`src/rtl/square_wave_analyzer_if.sv`:
```
// Stimulus/result bundle for square_wave_analyzer: the probed wave and soft restart in, measurements out.
// Purely combinational wiring, no flow control: results are level-held until the next update.
interface square_wave_analyzer_if #(
  parameter int CNT_W = 16
);
  logic             sig_in;
  logic             clear;
  logic             meas_valid;
  logic [CNT_W-1:0] period;
  logic [CNT_W-1:0] high_time;
  logic [7:0]       meas_count;
  logic             no_signal;

  modport master (
    output sig_in, clear,
    input  meas_valid, period, high_time, meas_count, no_signal
  );

  modport slave (
    input  sig_in, clear,
    output meas_valid, period, high_time, meas_count, no_signal
  );
endinterface

```
`src/rtl/square_wave_analyzer.sv`:
```
// Measures period and high time of an async square wave in clk cycles; flags loss of signal on timeout.
// meas_valid pulses SYNC_N+1 clk after the closing rise reaches the synchronizer; no backpressure, results hold.
module square_wave_analyzer #(
  parameter int CNT_W   = 16,
  parameter int TIMEOUT = 1000,
  parameter int SYNC_N  = 2
) (
  input  logic                  clk,
  input  logic                  rst_n,
  square_wave_analyzer_if.slave bus
);

  typedef enum logic [1:0] {IDLE, HIGH, LOW} state_t;

  localparam logic [CNT_W-1:0] CNT_MAX = '1;
  localparam logic [CNT_W-1:0] TO_LAST = CNT_W'(TIMEOUT - 1);
  localparam logic [CNT_W-1:0] TO_VAL  = CNT_W'(TIMEOUT);
  localparam logic [CNT_W-1:0] CNT_ONE = CNT_W'(1);

  state_t           state_q, state_d;
  logic [SYNC_N-1:0] sync_q;
  logic             s, s_d;
  logic             rise, fall, any_edge, timeout;

  logic [CNT_W-1:0] cnt_q, cnt_d, cnt_inc;
  logic [CNT_W-1:0] hi_q, hi_d;
  logic [CNT_W-1:0] idle_q, idle_d;
  logic [CNT_W-1:0] period_q, period_d;
  logic [CNT_W-1:0] high_q, high_d;
  logic [7:0]       mc_q, mc_d;
  logic             mv_q, mv_d;
  logic             ns_q, ns_d;

  assign s        = sync_q[SYNC_N-1];
  assign rise     = s & ~s_d;
  assign fall     = ~s & s_d;
  assign any_edge = rise | fall;
  // An edge in the same cycle always wins over the timeout.
  assign timeout  = ~any_edge && (idle_q == TO_LAST);
  assign cnt_inc  = (cnt_q == CNT_MAX) ? cnt_q : cnt_q + 1'b1;

  always_ff @(posedge clk or negedge rst_n) begin
    if (!rst_n) begin
      sync_q <= '0;
      s_d    <= 1'b0;
    end else if (bus.clear) begin
      sync_q <= '0;
      s_d    <= 1'b0;
    end else begin
      sync_q <= {sync_q[SYNC_N-2:0], bus.sig_in};
      s_d    <= s;
    end
  end

  always_ff @(posedge clk or negedge rst_n) begin
    if (!rst_n) state_q <= IDLE;
    else        state_q <= state_d;
  end

  always_comb begin
    state_d = state_q;
    if (bus.clear) begin
      state_d = IDLE;
    end else begin
      case (state_q)
        IDLE:    if (rise) state_d = HIGH;
        HIGH:    if (fall) state_d = LOW;  else if (timeout) state_d = IDLE;
        LOW:     if (rise) state_d = HIGH; else if (timeout) state_d = IDLE;
        default: state_d = IDLE;
      endcase
    end
  end

  always_comb begin
    cnt_d    = cnt_q;
    hi_d     = hi_q;
    period_d = period_q;
    high_d   = high_q;
    mc_d     = mc_q;
    mv_d     = 1'b0;
    ns_d     = ns_q;
    if (any_edge)            idle_d = '0;
    else if (idle_q == TO_VAL) idle_d = idle_q;
    else                     idle_d = idle_q + 1'b1;

    if (bus.clear) begin
      cnt_d    = '0;
      hi_d     = '0;
      period_d = '0;
      high_d   = '0;
      mc_d     = '0;
      ns_d     = 1'b0;
      idle_d   = '0;
    end else begin
      case (state_q)
        IDLE: begin
          if (rise)         cnt_d = CNT_ONE;
          else if (timeout) ns_d  = 1'b1;
        end
        HIGH: begin
          if (fall) begin
            hi_d  = cnt_q;
            cnt_d = cnt_inc;
          end else if (timeout) begin
            ns_d  = 1'b1;
            cnt_d = '0;
          end else begin
            cnt_d = cnt_inc;
          end
        end
        LOW: begin
          if (rise) begin
            period_d = cnt_q;
            high_d   = hi_q;
            mv_d     = 1'b1;
            mc_d     = mc_q + 8'd1;
            ns_d     = 1'b0;
            cnt_d    = CNT_ONE;
          end else if (timeout) begin
            ns_d  = 1'b1;
            cnt_d = '0;
          end else begin
            cnt_d = cnt_inc;
          end
        end
        default: cnt_d = '0;
      endcase
    end
  end

  always_ff @(posedge clk or negedge rst_n) begin
    if (!rst_n) begin
      cnt_q    <= '0;
      hi_q     <= '0;
      idle_q   <= '0;
      period_q <= '0;
      high_q   <= '0;
      mc_q     <= '0;
      mv_q     <= 1'b0;
      ns_q     <= 1'b0;
    end else begin
      cnt_q    <= cnt_d;
      hi_q     <= hi_d;
      idle_q   <= idle_d;
      period_q <= period_d;
      high_q   <= high_d;
      mc_q     <= mc_d;
      mv_q     <= mv_d;
      ns_q     <= ns_d;
    end
  end

  assign bus.meas_valid = mv_q;
  assign bus.period     = period_q;
  assign bus.high_time  = high_q;
  assign bus.meas_count = mc_q;
  assign bus.no_signal  = ns_q;

endmodule

```
`src/flat_wrapper.sv`:
```
// flat-port wrapper written by rule: the top's interface ports become plain ports
module square_wave_analyzer_flat 
#(
  parameter int CNT_W   = 16,
  parameter int TIMEOUT = 1000,
  parameter int SYNC_N  = 2
)
  (clk, rst_n, bus_sig_in, bus_clear, bus_meas_valid, bus_period, bus_high_time, bus_meas_count, bus_no_signal);
  square_wave_analyzer_if #(.CNT_W(CNT_W)) bus_i ();
  input  logic clk;
  input  logic rst_n;
  input wire logic [$bits(bus_i.sig_in)-1:0] bus_sig_in;
  input wire logic [$bits(bus_i.clear)-1:0] bus_clear;
  output wire logic [$bits(bus_i.meas_valid)-1:0] bus_meas_valid;
  output wire logic [$bits(bus_i.period)-1:0] bus_period;
  output wire logic [$bits(bus_i.high_time)-1:0] bus_high_time;
  output wire logic [$bits(bus_i.meas_count)-1:0] bus_meas_count;
  output wire logic [$bits(bus_i.no_signal)-1:0] bus_no_signal;
  assign bus_i.sig_in = bus_sig_in;
  assign bus_i.clear = bus_clear;
  assign bus_meas_valid = bus_i.meas_valid;
  assign bus_period = bus_i.period;
  assign bus_high_time = bus_i.high_time;
  assign bus_meas_count = bus_i.meas_count;
  assign bus_no_signal = bus_i.no_signal;
  square_wave_analyzer #(.CNT_W(CNT_W), .TIMEOUT(TIMEOUT), .SYNC_N(SYNC_N)) u_core (.clk(clk), .rst_n(rst_n), .bus(bus_i));
endmodule
```
`config.mk`:
```
export PLATFORM = sky130hd
export DESIGN_NAME = square_wave_analyzer_flat
export DESIGN_NICKNAME = d
export VERILOG_FILES = /design/src/rtl/square_wave_analyzer_if.sv /design/src/rtl/square_wave_analyzer.sv /design/src/flat_wrapper.sv
export SDC_FILE = /design/constraint.sdc
export NUM_CORES = 1
export LEC_CHECK = 0
export ABC_AREA = 1
export BUFFER_PORTS_ARGS = -buffer_cell sky130_fd_sc_hd__buf_2
export CORE_MARGIN = 2
export CORE_UTILIZATION = 41
export CTS_CLUSTER_DIAMETER = 30
export DETAILED_ROUTE_END_ITERATION = 12
export GPL_TIMING_DRIVEN = 0
export HOLD_SLACK_MARGIN = 0.08
export PLACE_DENSITY = 0.63
export SLEW_MARGIN = 20
export SYNTH_ARGS = -nofsm -noshare
export SYNTH_HDL_FRONTEND = slang
export SYNTH_SLANG_ARGS = --single-unit
```
`constraint.sdc`:
```
create_clock -name clk -period 3.1 [get_ports clk]
set_input_delay 0.31 -clock clk [delete_from_list [all_inputs] [get_ports clk]]
set_output_delay 0.31 -clock clk [all_outputs]
set_load 0.05 [all_outputs]
```
==> results of run 1 <==
-- state kept, by name, indices dropped and copies added, names as in the netlist --
register,flops
u_core.bus.meas_count,8
u_core.bus.no_signal,1
u_core.s_d,1
u_core.sync_q,2
u_core.bus.period,16
u_core.idle_q,16
u_core.bus.high_time,16
u_core.cnt_q,16
u_core.hi_q,16
u_core.bus.meas_valid,1
u_core.state_q,2
-- logic make-up after synthesis --
group / share of synthesized area [%]
AND/OR/NAND/NOR: 25.2
AO/OA/AOI/OAI: 12.5
buffers and inverters: 8.76
flip-flops: 50.1
adder cells (fa/ha/maj): 2.64
XOR/XNOR: 0.739
-- through the flow --
step	std cells	utilization [%]	hold slack, ns	instance area, sq um	power, mW
floorplan	543	-	0.0144	4740	1.54
global placement	730	45.2	0.456	5140	1.63
detailed placement	731	45.5	0.235	5170	1.64
CTS	748	48.3	0.157	5490	2.78
global route	748	48.3	0.166	5490	2.87
finish	748	48.3	0.162	5490	2.75
-- final cells by class --
type	instances	area [sq um]	area share, %
buffer	17	109	1.98
timing repair buffer	46	264	4.81
clock inverter	7	83.8	1.53
tap	143	179	3.26
inverter	81	307	5.58
clock buffer	9	225	4.10
multi-input combinational	350	1950	35.5
sequential	95	2380	43.3
-- Yosys cell counts (2+ instances only) --
cell      instances  area share [%]
buf_6             3            0.71
buf_2             2            0.21
nand2_2           8             1.1
clkbuf_1          9            0.71
a21oi_2          12             2.2
inv_2            11            0.87
o22ai_1          17             2.2
o21ai_1          28             3.0
ha_1             10             2.6
nor2_8            2            0.84
nor4_1            2            0.26
dfrtp_1          95              50
nand2_4           4            0.95
nand3_1          56             5.9
xor2_1            4            0.74
nand4_1          11             1.5
o21ai_0          28             3.0
a21oi_1          13             1.4
nand2_1          86             6.8
nor3_2            4            0.84
nand3_4           2            0.74
nor2_2            5            0.66
inv_1            69             5.5
nor3_1            7            0.74
nor2_1           36             2.9
nor2_4            6             1.4
-- worst max-delay path, cell delays in order (launching register included) --
cell	delay, ns
dfrtp_1	0.41
inv_1	0.12
ha_1	0.22
nand2_1	0.17
nand2_1	0.24
clkbuf_1	0.40
o22ai_1	0.15
-- routing by layer --
| layer | vias to the layer above | global-route usage, % | share of wire, % |
|---|---|---|---|
| met3 | 17 | 2.83 | 3.8 |
| met2 | 92 | 28.5 | 44 |
| met5 | - | 0 | 0 |
| li1 | 1910 | - | - |
| met1 | 1828 | 25.5 | 50 |
| met4 | 0 | 7.90 | 2.1 |
-- where the power goes --
part	internal, mW	switching, mW	total [mW]	leakage (nW)
combinational	0.110	0.233	0.343	1.15
clock	0.580	0.554	1.13	0.151
sequential	1.26	0.0187	1.28	1.32
-- path summary, 6_finish.rpt --
path / start / end / slack, ns
setup / recovery: u_core.state_q[1] / u_core.hi_q[12] / 1.25
hold / removal: bus_sig_in / u_core.sync_q[0] / 0.16
setup reg to reg: u_core.state_q[1] / u_core.hi_q[12] / 1.25
hold reg to reg: u_core.sync_q[0] / u_core.sync_q[1] / 0.46
max in group asynchronous: rst_n / u_core.bus.period[9] / 2.07
min in group asynchronous: rst_n / u_core.state_q[0] / 0.42
-- repair_timing --
action / CTS / global route
hold buffers: 1 / 0
setup endpoints to repair: 0 / 0
endpoints found under the hold margin: 32 / 0
==> impl_metrics.json, run 1 <==
{
  "status": "finished, final reports clean",
  "die_width_microns": 112,
  "top_level_ports": 46,
  "place_congestion": 0.863,
  "synthesis.area_sq_um": 4740,
  "core.rowCount": 39,
  "avgViaCountPerCell": 5.14,
  "dp_worst_setup_slack_ns": 1.25,
  "wire_length_of_the_first_global_routing_pass_microns": 18300,
  "start_util_pct": 41.7,
  "cap_viol_max_count": 0,
  "wirelength_per_cell_microns": 14.3,
  "worst-slew-pin-transition_ns": 0.698,
  "number_of_global_route_vias_before_repair": 3781,
  "unrepaired_setup_endpoints_after_global_routing": "false",
  "syn_nets": 557,
  "maximum_number_of_pins_on_one_net_before_global_route_repair": 64,
  "worstPathArrival_ns": 2.06,
  "core-area_sq_um": 11400,
  "critical_path.endpoint_type": "register",
  "grt_antenna_before_repair": 0,
  "worstSetupStartpointType": "register",
  "first_iter_violations": 300,
  "gr-usage-all-layers_pct": 18.3,
  "die-area_sq_um": 12400,
  "count_of_vias_placed_by_the_detailed_router": 3847,
  "layout-drive-gt1-share_pct": 20.7,
  "worst_r2r_path_depth": 6,
  "ffs_latches_synth": 95,
  "yosysWarningCount": 0,
  "gr-total-overflow": 0,
  "fillCellCount": 1069,
  "post_cts.resized_instances": 0,
  "p_leak_nw": 2.62,
  "wirelength_microns": 10700,
  "layout_min_cycle_time_ns": 1.85,
  "max-clock-path-buffers": 2,
  "critical_path_class": "reg -> reg",
  "slew_limit_headroom_pct": 53.5,
  "detail_route.drc_violations": 0,
  "cts_setup_buffers": 0,
  "worst_hold_path_type": "in -> reg",
  "root_buffer": "clkbuf_16",
  "worst_ir_drop_vdd_uv": 271,
  "cts_inserted_buffers": 9,
  "avgSynthCellArea_sq_um": 8.73,
  "cp_max_fo": 10,
  "fin_skew_ns": 0.0107,
  "clkTransAtPathRegs_ns": 0.07,
  "max_freq_mhz": 540,
  "flow.area_growth_from_synthesis_pct": 15.9,
  "report.final.slew_viol_count": 0,
  "clock_insertion_delay_worst_skew_ns": 0.35,
  "setup_tns_ns": 0,
  "yosysSeqAreaShare_pct": 50.1,
  "drt_first_pass_iters": 5,
  "cp.required_ns": 3.31,
  "layout_commonest_cell": "dfrtp_1",
  "final.period_utilization_pct": 59.8,
  "setup-violations-final": 0,
  "finalWorstSetupSlack_ns": 1.25,
  "i_o_buffers": 44,
  "h_tree_levels": 3,
  "syn-instance-count": 543,
  "share_of_async_settable_or_async_resettable_flops_after_synthesis_pct": 100,
  "drtAntennaViolNets": 0,
  "hold_depth": 3,
  "synthDistinctLibCells": 39,
  "hpwl_microns": 7830,
  "timing_hold_violations_final": 0,
  "n_antenna_cell": 0,
  "ys_dominant_reg_cell": "dfrtp_1",
  "fin_nets": 614,
  "synth_enable_flop_cells": 0,
  "clock_tree_from_tritoncts": "yes",
  "most-common-layout-cells": "dfrtp_1 (95), nand2_1 (86), inv_1 (69)",
  "clock_sinks": 95,
  "cellPowerDensity_nw_per_um2": 501,
  "die_height_microns": 112
}
(Power assumes the default switching activity.)
==> run 2, diff against run 1 <==
==> constraint.sdc (replaced) <==
create_clock -name clk -period 1.9 [get_ports clk]
set_input_delay 0.19 -clock clk [delete_from_list [all_inputs] [get_ports clk]]
set_output_delay 0.19 -clock clk [all_outputs]
set_load 0.05 [all_outputs]
==> impl_metrics.json, run 2 (synthesized netlist as in run 1, its figures left out) <==
{
  "slew_limit_headroom_pct": 53.4,
  "met3_length_microns": 410,
  "grt_antenna_before_repair": 0,
  "maximum_number_of_pins_on_one_net_before_global_route_repair": 64,
  "dr_wl_met2_microns": 4790,
  "worstHoldStart": "bus_clear",
  "max_stage_delay_on_crit_path_ns": 0.41,
  "hpwl_microns": 7830,
  "critical_path.reg2reg.endpoint": "u_core.cnt_q[11]",
  "cp_max_fo": 10,
  "layout.cell_area.non_filler_sq_um": 5520,
  "total_power_mw": 4.51,
  "layout-drive-gt1-share_pct": 21.3,
  "fillCellCount": 1070,
  "final_cell_count_without_fillers": 750,
  "power.share.clock_pct": 40.9,
  "worst_ir_drop_vdd_uv": 447,
  "die_width_microns": 112,
  "worst_hold_slack_ns": 0.133,
  "root_buffer": "clkbuf_16",
  "worstSetupStartpointType": "register",
  "hold_depth": 2,
  "clock_sinks": 95,
  "regToRegSetupSlack_ns": 0.12,
  "core.rowCount": 39,
  "cts_inserted_buffers": 9,
  "h_tree_levels": 3,
  "gr-total-overflow": 0,
  "status": "finished, final reports clean",
  "dp_cells": 731,
  "clock_tree_from_tritoncts": "yes",
  "final.period_utilization_pct": 93.9,
  "layout_commonest_cell": "dfrtp_1",
  "wirelength_per_cell_microns": 14.3,
  "detailed_place.area_sq_um": 5170,
  "cp.required_ns": 2.18,
  "first_iter_violations": 296,
  "detail_route.drc_violations": 0,
  "i_o_buffers": 44,
  "setup_tns_ns": 0,
  "count_of_vias_placed_by_the_detailed_router": 3855,
  "gr-usage-all-layers_pct": 18.3,
  "die-area_sq_um": 12400,
  "power.net_switching_mw": 1.32,
  "drtAntennaViolNets": 0,
  "finalWorstSetupSlack_ns": 0.117,
  "worst_r2r_startpoint": "u_core.state_q[1]",
  "hold_path_end": "u_core.sync_q[0]",
  "worstPathArrival_ns": 2.07,
  "cell_at_the_slowest_stage_of_the_critical_path": "dfrtp_1",
  "critical_path.cell_chain": "inv_1 > ha_1 > nand2_1 > nor2_4 > inv_2 > buf_6 > buf_6 > buf_6 > a21oi_2",
  "worst_r2r_path_depth": 9,
  "comb_power_share_pct": 12.9,
  "timing_hold_violations_final": 0,
  "switching_share_pct": 29.2,
  "power_report.internal_total_mw": 3.19,
  "dp_worst_setup_slack_ns": 0.0525,
  "wirelength_met1_microns": 5290,
  "wirelength_microns": 10700,
  "p_leak_nw": 2.65,
  "fin_nets": 616,
  "most-common-layout-cells": "dfrtp_1 (95), nand2_1 (86), inv_1 (69)",
  "setup-violations-final": 0,
  "place_congestion": 0.863,
  "fin_skew_ns": 0.00968,
  "final_core_utilization_pct": 48.6,
  "start_util_pct": 41.7,
  "die_height_microns": 112,
  "number_of_global_route_vias_before_repair": 3781,
  "avgViaCountPerCell": 5.14,
  "critical_path_class": "reg -> reg",
  "flow.area_growth_from_synthesis_pct": 16.5,
  "power_frac_seq_pct": 46.2,
  "worst_hold_path_type": "in -> reg",
  "max-clock-path-buffers": 2,
  "core-area_sq_um": 11400,
  "critical_path.endpoint_type": "register",
  "cp_num_buf_inv": 5,
  "top_level_ports": 46,
  "maxUsedRoutingLayer": "met4",
  "n_antenna_cell": 0,
  "layout_min_cycle_time_ns": 1.78,
  "max_freq_mhz": 561,
  "report.final.slew_viol_count": 0,
  "unrepaired_setup_endpoints_after_global_routing": "true",
  "clkTransAtPathRegs_ns": 0.08,
  "cellPowerDensity_nw_per_um2": 817,
  "wire_length_of_the_first_global_routing_pass_microns": 18300,
  "clock_insertion_delay_worst_skew_ns": 0.35,
  "crit_path_frequent_cell": "buf_6",
  "cap_viol_max_count": 0,
  "cp_top_family": "buffers and inverters",
  "drt_first_pass_iters": 5,
  "worst-slew-pin-transition_ns": 0.699
}
## run 2: what timing repair did
action | 4_1_cts | 5_1_grt
hold buffers | 2 | 0
endpoints found under the setup margin | 0 | 38
buffers inserted | 0 | 2
hold endpoints to repair | 33 | 0
resized for setup | 0 | 4
## run 2: per-layer routing
layer / track usage [%] / vias up
met2: 28.5 / 92
li1: - / 1913
met5: 0 / -
met1: 25.5 / 1832
met3: 2.83 / 18
met4: 7.90 / 0
## run 2: power groups by stage
stage | Sequential [mW] | Clock, mW | Combinational (mW)
4_1_cts | 2.08 | 1.88 | 0.565
6_report | 2.08 | 1.85 | 0.580
3_3_place_gp | 2.12 | 0 | 0.543
3_5_place_dp | 2.12 | 0 | 0.558
2_1_floorplan | 2.12 | 0 | 0.401
5_1_grt | 2.09 | 1.97 | 0.645
## run 2: worst max path at each step
stage | cells after the start | slack [ns] | startpoint | to
floorplan | 7 | 0.29 | u_core.bus.meas_count[2] | u_core.bus.meas_count[7]
global route | 9 | -0.01 | u_core.state_q[0] | u_core.cnt_q[3]
detailed placement | 6 | 0.05 | u_core.state_q[1] | u_core.hi_q[12]
CTS | 6 | 0.04 | u_core.state_q[1] | u_core.hi_q[12]
finish | 9 | 0.12 | u_core.state_q[1] | u_core.cnt_q[11]
global placement | 1 | -0.33 | rst_n | u_core.bus.high_time[13]
## run 2: cell type report
cell class | instances | area (sq um) | area share, %
flip-flops and latches | 95 | 2380 | 43.0
clock buffers | 9 | 225 | 4.08
plain buffers | 16 | 106 | 1.93
multi-input cells | 350 | 1960 | 35.4
repair buffers | 49 | 289 | 5.23
well taps | 143 | 179 | 3.24
inverters | 81 | 307 | 5.55
clock inverters | 7 | 83.8 | 1.52
==> run 3, diff against run 2 <==
--- a/config.mk
+++ b/config.mk
@@ -7,13 +7,13 @@
 export LEC_CHECK = 0
 export ABC_AREA = 1
 export BUFFER_PORTS_ARGS = -buffer_cell sky130_fd_sc_hd__buf_2
-export CORE_MARGIN = 2
+export CORE_MARGIN = 3
 export CORE_UTILIZATION = 41
 export CTS_CLUSTER_DIAMETER = 30
 export DETAILED_ROUTE_END_ITERATION = 12
 export GPL_TIMING_DRIVEN = 0
 export HOLD_SLACK_MARGIN = 0.08
-export PLACE_DENSITY = 0.63
+export PLACE_DENSITY = 0.56
 export SLEW_MARGIN = 20
 export SYNTH_ARGS = -nofsm -noshare
 export SYNTH_HDL_FRONTEND = slang
==> impl_metrics.json, run 3 (synthesized netlist as in run 1, its figures left out) <==
{
  "wirelength_microns": 10900,
  "worst_hold_path_type": "in -> reg",
  "worstSetupStartpointType": "register",
  "fin_skew_ns": 0.0109,
  "clock_insertion_delay_worst_skew_ns": 0.35,
  "critical_path.endpoint_type": "register",
  "p_leak_nw": 2.68,
  "fillCellCount": 1107,
  "place_congestion": 0.854,
  "report.final.slew_viol_count": 0,
  "dp_cells": 728,
  "root_buffer": "clkbuf_16",
  "status": "finished, final reports clean",
  "max_freq_mhz": 559,
  "count_of_vias_placed_by_the_detailed_router": 3774,
  "cap_viol_max_count": 0,
  "timing_hold_violations_final": 0,
  "wire_length_of_the_first_global_routing_pass_microns": 18300,
  "slew_limit_headroom_pct": 62.6,
  "total_power_mw": 4.54,
  "start_util_pct": 42.8,
  "wirelength_per_cell_microns": 14.5,
  "drt_first_pass_iters": 4,
  "unrepaired_setup_endpoints_after_global_routing": "false",
  "final.period_utilization_pct": 94.2,
  "groute.layer.met1.usage_pct": 26.7,
  "hpwl_microns": 8190,
  "i_o_buffers": 44,
  "number_of_global_route_vias_before_repair": 3636,
  "detailed_place.area_sq_um": 5170,
  "regToRegSetupSlack_ns": 0.11,
  "worst-slew-pin-transition_ns": 0.562,
  "gr-usage-all-layers_pct": 18.1,
  "h_tree_levels": 3,
  "cp_max_fo": 10,
  "first_iter_violations": 182,
  "die-area_sq_um": 12900,
  "grt_antenna_before_repair": 0,
  "most-common-layout-cells": "dfrtp_1 (95), nand2_1 (86), inv_1 (69)",
  "cts_inserted_buffers": 9,
  "flow.area_growth_from_synthesis_pct": 17.2,
  "worstPathArrival_ns": 2.06,
  "critical_path_class": "reg -> reg",
  "worst_hold_slack_ns": 0.125,
  "core.rowCount": 38,
  "clock_tree_from_tritoncts": "yes",
  "layout.cell_area.non_filler_sq_um": 5560,
  "die_height_microns": 114,
  "gr-total-overflow": 0,
  "final_cell_count_without_fillers": 749,
  "setup.worst_path.start": "u_core.state_q[1]",
  "clkTransAtPathRegs_ns": 0.07,
  "layout_commonest_cell": "dfrtp_1",
  "core-area_sq_um": 11100,
  "final_core_utilization_pct": 50.1,
  "avgViaCountPerCell": 5.04,
  "top_level_ports": 46,
  "groute.layer.met3.usage_pct": 2.97,
  "layout-drive-gt1-share_pct": 22.0,
  "fin_nets": 618,
  "detail_route.drc_violations": 0,
  "maximum_number_of_pins_on_one_net_before_global_route_repair": 65,
  "die_width_microns": 114,
  "layout_min_cycle_time_ns": 1.79,
  "grt_busiest_layer": "met1",
  "gr-usage-met2_pct": 26.3,
  "worst_ir_drop_vdd_uv": 480,
  "cellPowerDensity_nw_per_um2": 817,
  "setup-violations-final": 0,
  "worst_r2r_startpoint": "u_core.state_q[1]",
  "clock_sinks": 95,
  "drtAntennaViolNets": 0,
  "cp.required_ns": 2.18,
  "max-clock-path-buffers": 2,
  "worstHoldStart": "bus_clear",
  "n_antenna_cell": 0
}
[run 3: stage by stage]
stage | TNS (ns) | setup WS (ns)
2_1_floorplan | 0 | 0.286
3_3_place_gp | -30.90 | -0.333
3_5_place_dp | 0 | 0.0283
4_1_cts | 0 | 0.0173
5_1_grt | 0 | 0.00385
6_report | 0 | 0.111
[run 3: metal layers]
| metal | share of wire (%) | up-vias | wire length [microns] |
|---|---|---|---|
| met2 | 43 | 57 | 4720 |
| li1 | - | 1922 | - |
| met3 | 3.8 | 13 | 415 |
| met4 | 1.8 | 0 | 200 |
| met1 | 51 | 1782 | 5520 |
| met5 | 0 | - | 0 |
[run 3: critical path: stages (launching register included)]
cell,delay [ns]
dfrtp_1,0.40
inv_1,0.13
ha_1,0.23
nand2_1,0.12
nor2_4,0.18
inv_2,0.06
buf_6,0.14
buf_6,0.15
buf_6,0.16
a21oi_2,0.14
[run 3: what timing repair did]
| item | CTS | global route |
|---|---|---|
| endpoints found under the hold margin | 33 | 0 |
| gates resized for setup | 0 | 10 |
| buffers inserted | 0 | 3 |
| endpoints found under the setup margin | 0 | 45 |
| hold buffers | 2 | 0 |
[run 3: worst paths after layout]
path,cells past startpoint,end
max in group asynchronous,3,u_core.bus.period[9]
setup reg to reg,9,u_core.cnt_q[12]
min in group asynchronous,2,u_core.idle_q[9]
setup / recovery,9,u_core.cnt_q[12]
hold reg to reg,2,u_core.sync_q[1]
hold / removal,2,u_core.sync_q[0]
[run 3: area by class of cell]
| cell class | count | area [sq um] | share of cell area, % |
|---|---|---|---|
| plain buffers | 17 | 111 | 2.00 |
| clock buffers | 9 | 225 | 4.05 |
| clock inverters | 7 | 78.8 | 1.42 |
| inverters | 81 | 307 | 5.52 |
| multi-input cells | 350 | 1980 | 35.7 |
| flip-flops and latches | 95 | 2380 | 42.8 |
| well taps | 140 | 175 | 3.15 |
| repair buffers | 50 | 297 | 5.34 |
[run 3: power by group]
group | switching, mW | internal, mW | total, mW | leakage [nW]
Sequential | 0.0322 | 2.05 | 2.09 | 1.32
Clock | 0.824 | 1.04 | 1.86 | 0.151
Combinational | 0.387 | 0.201 | 0.588 | 1.20
Total | 1.24 | 3.29 | 4.54 | 2.68
